**config.mk**
```make
export PLATFORM = sky130hd
export DESIGN_NAME = disp_sched
export DESIGN_NICKNAME = d
export VERILOG_FILES = /design/src/rtl/disp_sched.sv
export SDC_FILE = /design/constraint.sdc
export NUM_CORES = 1
export LEC_CHECK = 0
export CAP_MARGIN = 20
export CORE_MARGIN = 1.5
export CORE_UTILIZATION = 46
export DETAILED_ROUTE_END_ITERATION = 6
export GPL_ROUTABILITY_DRIVEN = 0
export PLACE_DENSITY = 0.8
export SYNTH_ARGS = -nofsm -noshare
export SYNTH_HDL_FRONTEND = slang
export SYNTH_SLANG_ARGS = --single-unit
```
**constraint.sdc**
```tcl
create_clock -name CP_100MHz -period 2.7 [get_ports CP_100MHz]
set_input_delay 0.405 -clock CP_100MHz [delete_from_list [all_inputs] [get_ports CP_100MHz]]
set_output_delay 0.405 -clock CP_100MHz [all_outputs]
set_load 0.03 [all_outputs]
```
**src/rtl/disp_sched.sv**
```systemverilog
// Display scheduler for the 8-digit seven-segment clock display: mode/edit FSM,
// source selection, edit-field blinking, segment encoding and counter control pulses.
module disp_sched #(
    parameter int BLINK_DIV = 25_000_000
) (
    input  logic        CP_100MHz,
    input  logic        CLR,
    input  logic        KEY_MODE,
    input  logic        KEY_SEL,
    input  logic        KEY_UP,
    input  logic [23:0] TIME_BCD,
    input  logic [23:0] ALM_BCD,
    input  logic [23:0] SW_BCD,
    output logic [6:0]  SEG7,
    output logic [6:0]  SEG6,
    output logic [6:0]  SEG5,
    output logic [6:0]  SEG4,
    output logic [6:0]  SEG3,
    output logic [6:0]  SEG2,
    output logic [6:0]  SEG1,
    output logic [6:0]  SEG0,
    output logic [7:0]  DOT,
    output logic [2:0]  INC_T,
    output logic [2:0]  INC_A,
    output logic        SW_RUN,
    output logic        SW_CLR
);

    localparam int CNT_W = (BLINK_DIV > 1) ? $clog2(BLINK_DIV) : 1;
    localparam logic [6:0] SEG_BLANK = 7'b111_1111;
    localparam logic [6:0] SEG_DASH  = 7'b011_1111;

    typedef enum logic [1:0] {M_TIME, M_ALARM, M_STOPWATCH} mode_t;
    typedef enum logic [1:0] {F_NONE, F_HR, F_MIN, F_SEC} field_t;

    function automatic logic [6:0] seg_encode(input logic [3:0] n);
        case (n)
            4'd0:    seg_encode = 7'b100_0000;
            4'd1:    seg_encode = 7'b111_1001;
            4'd2:    seg_encode = 7'b010_0100;
            4'd3:    seg_encode = 7'b011_0000;
            4'd4:    seg_encode = 7'b001_1001;
            4'd5:    seg_encode = 7'b001_0010;
            4'd6:    seg_encode = 7'b000_0010;
            4'd7:    seg_encode = 7'b111_1000;
            4'd8:    seg_encode = 7'b000_0000;
            4'd9:    seg_encode = 7'b001_0000;
            default: seg_encode = SEG_BLANK;
        endcase
    endfunction

    mode_t            r_mode, w_mode_next;
    field_t           r_field, w_field_next;
    logic [CNT_W-1:0] r_blink_cnt, w_blink_cnt_next;
    logic             r_phase, w_phase_next;
    logic             w_view_change;
    logic             r_sw_run, w_sw_run_next;
    logic             r_sw_clr, w_sw_clr_next;
    logic [2:0]       r_inc_t, w_inc_t_next;
    logic [2:0]       r_inc_a, w_inc_a_next;
    logic [2:0]       w_field_onehot;
    logic [7:0][6:0]  r_seg, w_seg_next;
    logic [7:0]       r_dot, w_dot_next;
    logic [23:0]      w_src;
    logic [6:0]       w_dig [6];

    // State register
    always_ff @(posedge CP_100MHz) begin
        if (CLR) begin
            r_mode      <= M_TIME;
            r_field     <= F_NONE;
            r_blink_cnt <= '0;
            r_phase     <= 1'b0;
            r_sw_run    <= 1'b0;
            r_sw_clr    <= 1'b0;
            r_inc_t     <= 3'b000;
            r_inc_a     <= 3'b000;
            r_seg       <= {8{SEG_BLANK}};
            r_dot       <= 8'h00;
        end else begin
            r_mode      <= w_mode_next;
            r_field     <= w_field_next;
            r_blink_cnt <= w_blink_cnt_next;
            r_phase     <= w_phase_next;
            r_sw_run    <= w_sw_run_next;
            r_sw_clr    <= w_sw_clr_next;
            r_inc_t     <= w_inc_t_next;
            r_inc_a     <= w_inc_a_next;
            r_seg       <= w_seg_next;
            r_dot       <= w_dot_next;
        end
    end

    // Next-state logic: KEY_MODE wins, then KEY_SEL; any view change restarts the blink
    always_comb begin
        w_mode_next   = r_mode;
        w_field_next  = r_field;
        w_view_change = 1'b0;
        if (KEY_MODE) begin
            case (r_mode)
                M_TIME:  w_mode_next = M_ALARM;
                M_ALARM: w_mode_next = M_STOPWATCH;
                default: w_mode_next = M_TIME;
            endcase
            w_field_next  = F_NONE;
            w_view_change = 1'b1;
        end else if (KEY_SEL && r_mode != M_STOPWATCH) begin
            w_field_next  = field_t'(r_field + 2'd1);
            w_view_change = 1'b1;
        end

        w_blink_cnt_next = r_blink_cnt + 1'b1;
        w_phase_next     = r_phase;
        if (w_view_change) begin
            w_blink_cnt_next = '0;
            w_phase_next     = 1'b0;
        end else if (r_blink_cnt == CNT_W'(BLINK_DIV - 1)) begin
            w_blink_cnt_next = '0;
            w_phase_next     = ~r_phase;
        end
    end

    // Output logic: control pulses and display image
    always_comb begin
        case (r_field)
            F_HR:    w_field_onehot = 3'b100;
            F_MIN:   w_field_onehot = 3'b010;
            F_SEC:   w_field_onehot = 3'b001;
            default: w_field_onehot = 3'b000;
        endcase

        w_inc_t_next  = 3'b000;
        w_inc_a_next  = 3'b000;
        w_sw_clr_next = 1'b0;
        w_sw_run_next = r_sw_run;
        if (!KEY_MODE) begin
            if (KEY_SEL) begin
                if (r_mode == M_STOPWATCH) begin
                    w_sw_clr_next = 1'b1;
                    w_sw_run_next = 1'b0;
                end
            end else if (KEY_UP) begin
                case (r_mode)
                    M_TIME:  w_inc_t_next  = w_field_onehot;
                    M_ALARM: w_inc_a_next  = w_field_onehot;
                    default: w_sw_run_next = ~r_sw_run;
                endcase
            end
        end

        case (r_mode)
            M_ALARM:     w_src = ALM_BCD;
            M_STOPWATCH: w_src = SW_BCD;
            default:     w_src = TIME_BCD;
        endcase

        w_seg_next = {w_dig[5], w_dig[4], SEG_DASH, w_dig[3], w_dig[2], SEG_DASH, w_dig[1], w_dig[0]};
        w_dot_next = {r_sw_run, 5'b00000, r_mode == M_STOPWATCH, r_mode == M_ALARM};
    end

    // Digit gi belongs to field SEC (0,1), MIN (2,3) or HR (4,5)
    generate
        for (genvar gi = 0; gi < 6; gi++) begin : g_digit
            localparam logic [1:0] PAIR_FIELD = 2'(3 - gi / 2);
            always_comb begin
                if (r_phase && r_field == PAIR_FIELD)
                    w_dig[gi] = SEG_BLANK;
                else
                    w_dig[gi] = seg_encode(w_src[gi*4 +: 4]);
            end
        end
    endgenerate

    assign {SEG7, SEG6, SEG5, SEG4, SEG3, SEG2, SEG1, SEG0} = r_seg;
    assign DOT    = r_dot;
    assign INC_T  = r_inc_t;
    assign INC_A  = r_inc_a;
    assign SW_RUN = r_sw_run;
    assign SW_CLR = r_sw_clr;

endmodule

```
* Word level (Yosys, flattened, before mapping)
Memory sizes are Yosys's and may differ from the RTL's. A register that Yosys moved wholly into a read port is not among the register bits.
Index checks and enable logic that the tools add are counted.
** Word-level totals
- Latch bits :: 0
- Memories :: 6
- RAM bits :: 0
- Output and inout port bits :: 72
- Flip-flop bits (word level) :: 88
- Bits of input ports :: 77
- Logic and storage cells :: 72
- ROM bits :: 672
** Operators by class
- Add/sub/neg operators :: 2
- Multipliers :: 0
- Order comparisons :: 0
- Mux-type cells :: 15
- Div/mod/pow operators :: 0
- Bitwise operators :: 7
- Shift operators :: 0
- Reduce and logical (&&, ||, !) cells :: 17
- Equal/unequal tests :: 9
** Memory list
- (name not given) :: words 16, bits a word 7, read ports 1, clocked after memory_dff 1, write ports 0, RTL line 37 : case (n)
- (name not given) :: words 16, bits a word 7, read ports 1, clocked after memory_dff 1, write ports 0, RTL line 37
- (name not given) :: words 16, bits a word 7, read ports 1, clocked after memory_dff 0, write ports 0, RTL line 37
- (name not given) :: words 16, bits a word 7, read ports 1, clocked after memory_dff 0, write ports 0, RTL line 37
- (name not given) :: words 16, bits a word 7, read ports 1, clocked after memory_dff 0, write ports 0, RTL line 37
- (name not given) :: words 16, bits a word 7, read ports 1, clocked after memory_dff 0, write ports 0, RTL line 37
** Operators with widths (number)
- 24-bit one-hot mux with 2 select lines :: 1
- 42-bit two-way mux :: 1
- 7-bit two-way mux :: 4
- 25-bit by 1-bit adder with 25-bit output, second input constant :: 1
- 25-bit equality test, second input constant :: 1
- 2-bit OR reduction :: 6
- 5-bit OR reduction :: 2
- 3-bit one-hot mux with 3 select lines :: 1
- 1-bit two-way mux :: 7
- 1-bit NOT :: 7
- 2-bit equality test, second input constant :: 3
- 3-bit OR reduction :: 2
- 2-bit by 1-bit equality test with 1-bit output, second input constant :: 2
- 1-bit logical AND :: 4
- 2-bit by 1-bit inequality test with 1-bit output, second input constant :: 2
- 2-bit one-hot mux with 2 select lines :: 1
- 4-bit AND reduction :: 1
- 2-bit by 1-bit adder with 2-bit output, second input constant :: 1
- 2-bit logical NOT :: 1
- 2-bit inequality test, second input constant :: 1
- 2-bit nonzero test :: 1

* Logic depth before layout (Yosys ltp)
- Word-level depth :: 5
- Depth in mapped cells :: 11
- Mapped depth without buffers :: 9

* Least setup slack after synthesis
No wires, ideal clock.
- Path type :: flip-flop to flip-flop
- Start :: register r_mode[0]
- End :: register r_seg, in the netlist SEG1[2]
- Clock period less this slack :: 2.304 ns
- Stages on the path, launching flop included :: 10
- Setup time :: 0.106 ns
- Buffers on the path :: 2
- Setup slack :: 0.396 ns
- Arrival time :: 2.198 ns
- Data required time :: 2.594 ns
- Cell sequence :: dfxtp_1 -> inv_1 -> ha_1 -> buf_2 -> buf_1 -> nor2_1 -> a21oi_1 -> ha_1 -> inv_1 -> o311ai_0
** On the way
- Longest elaborated chain between the ends :: 3
- Elaborated cells between the ends (all ways) :: 4
- Those cells by class :: eq/ne: 2; mux: 1; memory: 1
** Ends and longest elaborated chain
- from (decl) :: RTL line 52 : mode_t r_mode, w_mode_next;
- from (signal assigned) :: RTL line 81 : r_mode <= w_mode_next;
- 2-bit equality test or 2-bit by 1-bit equality test with 1-bit output (tied branches) :: RTL line 151 : case (r_mode)
- 24-bit one-hot mux with 2 select lines (*) :: RTL line 151
- memory 16 x 7 bit (*)
- to (signal assigned) :: RTL line 78 : r_seg <= {8{SEG_BLANK}};
- to (signal assigned) :: RTL line 89 : r_seg <= w_seg_next;
- to (decl) :: RTL line 62 : logic [7:0][6:0] r_seg, w_seg_next;
Every way passes the cells marked *; elsewhere a longest branch is shown, timed or not.
A chain may end at the register's enable or synchronous reset.

* Final worst setup path
- Start :: register r_mode[1]
- End :: register r_seg, in the netlist SEG3[0]
** On the way
- Longest elaborated chain between the ends :: 3
- Elaborated cells between the ends (all ways) :: 4
- Those cells by class :: eq/ne: 2; mux: 1; memory: 1
** Ends and longest elaborated chain
- 2-bit by 1-bit equality test with 1-bit output
- named net w_dot_next[0] :: RTL line 63 : logic [7:0] r_dot, w_dot_next;
- 24-bit one-hot mux with 2 select lines :: RTL line 151
- memory 16 x 7 bit
The timed path passes the listed nets, and every way through them passes these cells.

==> flow_summary.ini <==
[clock_tree]
cts.path.max_buffers = 2
cts_inserted_buffers = 9
cts-hold-fix-buffers = 0
cts-htree-levels = 3
clkLatencyLatePin_ns = 0.35
numClockSinks = 84
worst_path_clk_slew_ns = 0.08
clock_tree_from_tritoncts = yes
clock-root-buffer = sky130_fd_sc_hd__clkbuf_8

[power]
seqPwrFrac = 0.387
total_leakage_power_nw = 2.309
finalPower_w = 0.003627
clkPwrFrac = 0.248
switching_power_share_of_the_total = 0.3398
internal-power_w = 0.002395
p_per_cell_area_mw_per_mm2 = 595.4
worst_ir_drop_vdd_mv = 0.3787
net-switching-power_w = 0.001233
power_frac_comb = 0.365

[sta]
totalNegativeSetupSlack_ns = 0
fin_worst_skew_ns = 0.01051
post-route-min-period_ns = 2.430
slew_headroom = 0.5395
fin_crit_sh = 0.9001
final_setup_violations = 0
finalHoldViolations = 0
drv_slew = 0
worstMarginPinSlew_ns = 0.6908
rsz0062_at_grt = false
maxClockFrequency_ghz = 0.4115

[die]
placementRows = 35
die_width_um = 101.5
floorplan.initialDensity = 0.4781
die-area_mm2 = 0.01029
io-pin-count = 149
coreArea_mm2 = 0.009328
die_y_um = 101.5

[grt]
grt_start_max_net_pins = 33
grtUsageMet2 = 0.3764
grt_overflow_total = 0
grt-busiest-layer = met2
grt_pass1_vias = 3890
groute.layer.met1.usage = 0.2708
use_met3 = 0.05176
grt_antenna_before_repair = 0
grt_use_total = 0.2193
grt_first_pass_wirelength_um = 18070

[worst_setup_path]
criticalPathCategory = flop to flop
worst_ep_required_time_ns = 2.92
setup.worst_path.end_class = flop
max_fanout_on_critical_path = 15
crit_path_start_kind = flop
critical_path_arrival_ns = 2.65

[finish]
final_layout_size_suffix_gt1_frac = 0.06373
finish.utilization = 0.6531
nets = 761
antennaDiodeCount = 0
syn2layout_area_growth_pct = 36.62

[drt]
post_drt_wl_per_cell_um = 14.55
drt-vias-per-instance = 5.358
detailedRoute.firstPassIterationCount = 5
route.detailed.drc = 0
route.vias.total = 4222
drt_wl_total_um = 11470
drt_first_iter_violations = 181
antenna_left = 0

[logic_synthesis]
synthArstFlopShare = 0
post_synth_instance_area_mm2 = 0.004459
synth_cell_type_count = 45
synth_ff_type = sky130_fd_sc_hd__dfxtp_1
synth-seq-cells = 84
yosys.area.top_type = sky130_fd_sc_hd__dfxtp_1
yosys_warnings = 0
synth_enable_flop_cells = 0
synth_seq_area_share = 0.3771
synth_area_per_cell_um2 = 8.559
post_synth_inst_count = 521
synth_top_area_share = 0.3771
yosys-top-cells-area = sky130_fd_sc_hd__dfxtp_1 38%, sky130_fd_sc_hd__ha_1 8.4%, sky130_fd_sc_hd__a21oi_1 5.2%

[placement]
io_buffer_count = 131
hpwl_um = 8767

[outcome]
status = finished clean

[flow_run]
maxCapViolations = 0

[worst_hold_path]
holdCritPathClass = flop to flop
==> layout make-up <==
| type | count | area [um^2] |
|---|---|---|
| Fill cell | 786 | 3236 |
| Multi-Input combinational cell | 381 | 2490 |
| Sequential cell | 84 | 1682 |
| Timing Repair Buffer | 151 | 1461 |
| Clock buffer | 15 | 166.4 |
| Tap cell | 129 | 161.4 |
| Inverter | 27 | 101.3 |
| Clock inverter | 1 | 30.03 |
==> logic make-up after synthesis <==
logic type | Yosys count | share of synthesized area
AOI/OAI and AO/OA | 161 | 0.2320
adders and majority gates | 30 | 0.08418
and+or+nand+nor | 149 | 0.1790
DFF | 84 | 0.3771
muxes | 2 | 0.004490
other | 2 | 0.001684
xor gates and xnor gates | 22 | 0.04321
buffers and inverters | 71 | 0.07828
==> layout by cell type (no fill, tap or decap), types with 2 or more instances in the layout <==
cell	count
sky130_fd_sc_hd__xor2_1	4
sky130_fd_sc_hd__nand4_1	8
sky130_fd_sc_hd__conb_1	17
sky130_fd_sc_hd__ha_1	28
sky130_fd_sc_hd__o21ai_0	35
sky130_fd_sc_hd__a21oi_1	46
sky130_fd_sc_hd__clkbuf_1	4
sky130_fd_sc_hd__or4_1	6
sky130_fd_sc_hd__nor2b_1	5
sky130_fd_sc_hd__a211oi_2	3
sky130_fd_sc_hd__inv_1	27
sky130_fd_sc_hd__clkdlybuf4s50_1	131
sky130_fd_sc_hd__nor3b_1	4
sky130_fd_sc_hd__nor2_1	44
sky130_fd_sc_hd__a22oi_1	27
sky130_fd_sc_hd__or3_1	5
sky130_fd_sc_hd__buf_4	20
sky130_fd_sc_hd__ha_2	2
sky130_fd_sc_hd__o311ai_0	5
sky130_fd_sc_hd__and3_1	6
sky130_fd_sc_hd__nand2_1	15
sky130_fd_sc_hd__and2_1	4
sky130_fd_sc_hd__o31ai_1	6
sky130_fd_sc_hd__dfxtp_1	84
sky130_fd_sc_hd__a221o_1	2
sky130_fd_sc_hd__mux2i_1	2
sky130_fd_sc_hd__a21o_1	16
sky130_fd_sc_hd__nand3_1	8
sky130_fd_sc_hd__nor4b_1	3
sky130_fd_sc_hd__nor3_1	27
sky130_fd_sc_hd__xnor2_1	18
sky130_fd_sc_hd__or4b_2	2
sky130_fd_sc_hd__nor4_1	7
sky130_fd_sc_hd__clkbuf_8	11
sky130_fd_sc_hd__a211oi_1	16
==> through the flow <==
step                area [um^2]  cells  hold WS [ns]  setup slack, ns
finish                     6092    788        0.5102           0.2698
global route               6092    788        0.5441         0.004501
CTS                        6087    788        0.5137          0.05222
detailed placement         5891    772        0.4988          0.06528
global placement           5891    772        0.4942           0.2628
floorplan                  4516    536        0.4327           0.3959
==> Yosys cell counts (8+ instances only) <==
library cell,instances
sky130_fd_sc_hd__o21ai_0,35
sky130_fd_sc_hd__inv_1,27
sky130_fd_sc_hd__nand2_1,15
sky130_fd_sc_hd__nand4_1,8
sky130_fd_sc_hd__clkbuf_1,12
sky130_fd_sc_hd__xnor2_1,18
sky130_fd_sc_hd__nor3_1,27
sky130_fd_sc_hd__nand3_1,8
sky130_fd_sc_hd__a211oi_1,16
sky130_fd_sc_hd__ha_1,30
sky130_fd_sc_hd__buf_4,18
sky130_fd_sc_hd__a22oi_1,27
sky130_fd_sc_hd__nor2_1,44
sky130_fd_sc_hd__a21o_1,16
sky130_fd_sc_hd__a21oi_1,46
sky130_fd_sc_hd__dfxtp_1,84
==> registers in the layout (all words and copies together) (netlist names), 3 cells and up <==
name	count
SEG4	7
SEG3	7
SEG7	7
DOT	3
INC_A	3
INC_T	3
SEG0	7
r_blink_cnt	25
SEG1	7
SEG6	7
==> power by group through the flow <==
stage | registers [W] | clock network, W | logic [W]
after floorplan | 0.00167 | 0 | 0.000564
after global placement | 0.00143 | 0 | 0.00127
after CTS | 0.00141 | 0.000917 | 0.00132
after detailed placement | 0.00143 | 0 | 0.00131
after global routing | 0.00142 | 0.000966 | 0.00143
final | 0.00140 | 0.000901 | 0.00132
==> critical path, cell delays in order (launching register included) <==
cell	delay (ns)
sky130_fd_sc_hd__dfxtp_1	0.33
sky130_fd_sc_hd__inv_1	0.13
sky130_fd_sc_hd__ha_2	0.42
sky130_fd_sc_hd__buf_4	0.23
sky130_fd_sc_hd__a22oi_1	0.10
sky130_fd_sc_hd__a21oi_1	0.51
sky130_fd_sc_hd__inv_1	0.17
sky130_fd_sc_hd__ha_1	0.22
sky130_fd_sc_hd__a21oi_1	0.11
sky130_fd_sc_hd__o21ai_0	0.09
==> routing by layer <==
layer / vias up / wire (um)
met4: 0 / 220
met1: 1955 / 5005
met3: 21 / 633
li1: 2115 / -
met2: 131 / 5610
met5: - / 0
==> timing repair <==
| action | 4_1_cts | 5_1_grt |
|---|---|---|
| endpoints found under the hold margin | 0 | 0 |
| resized for setup | 0 | 2 |
| endpoints found under the setup margin | 0 | 25 |
| setup buffers | 0 | 0 |
==> path summary, 6_finish.rpt <==
| check | startpoint | end | slack [ns] | cells past startpoint |
|---|---|---|---|---|
| worst min register to register | r_blink_cnt[24]$_SDFF_PP0_ | r_blink_cnt[24]$_SDFF_PP0_ | 0.51 | 2 |
| worst min-delay path | r_blink_cnt[24]$_SDFF_PP0_ | r_blink_cnt[24]$_SDFF_PP0_ | 0.51 | 2 |
| worst max-delay path | r_mode[1]$_SDFFE_PP0P_ | SEG3[0]$_SDFF_PP1_ | 0.27 | 9 |
| worst max register to register | r_mode[1]$_SDFFE_PP0P_ | SEG3[0]$_SDFF_PP1_ | 0.27 | 9 |
Power figures use the tool's default switching activity.
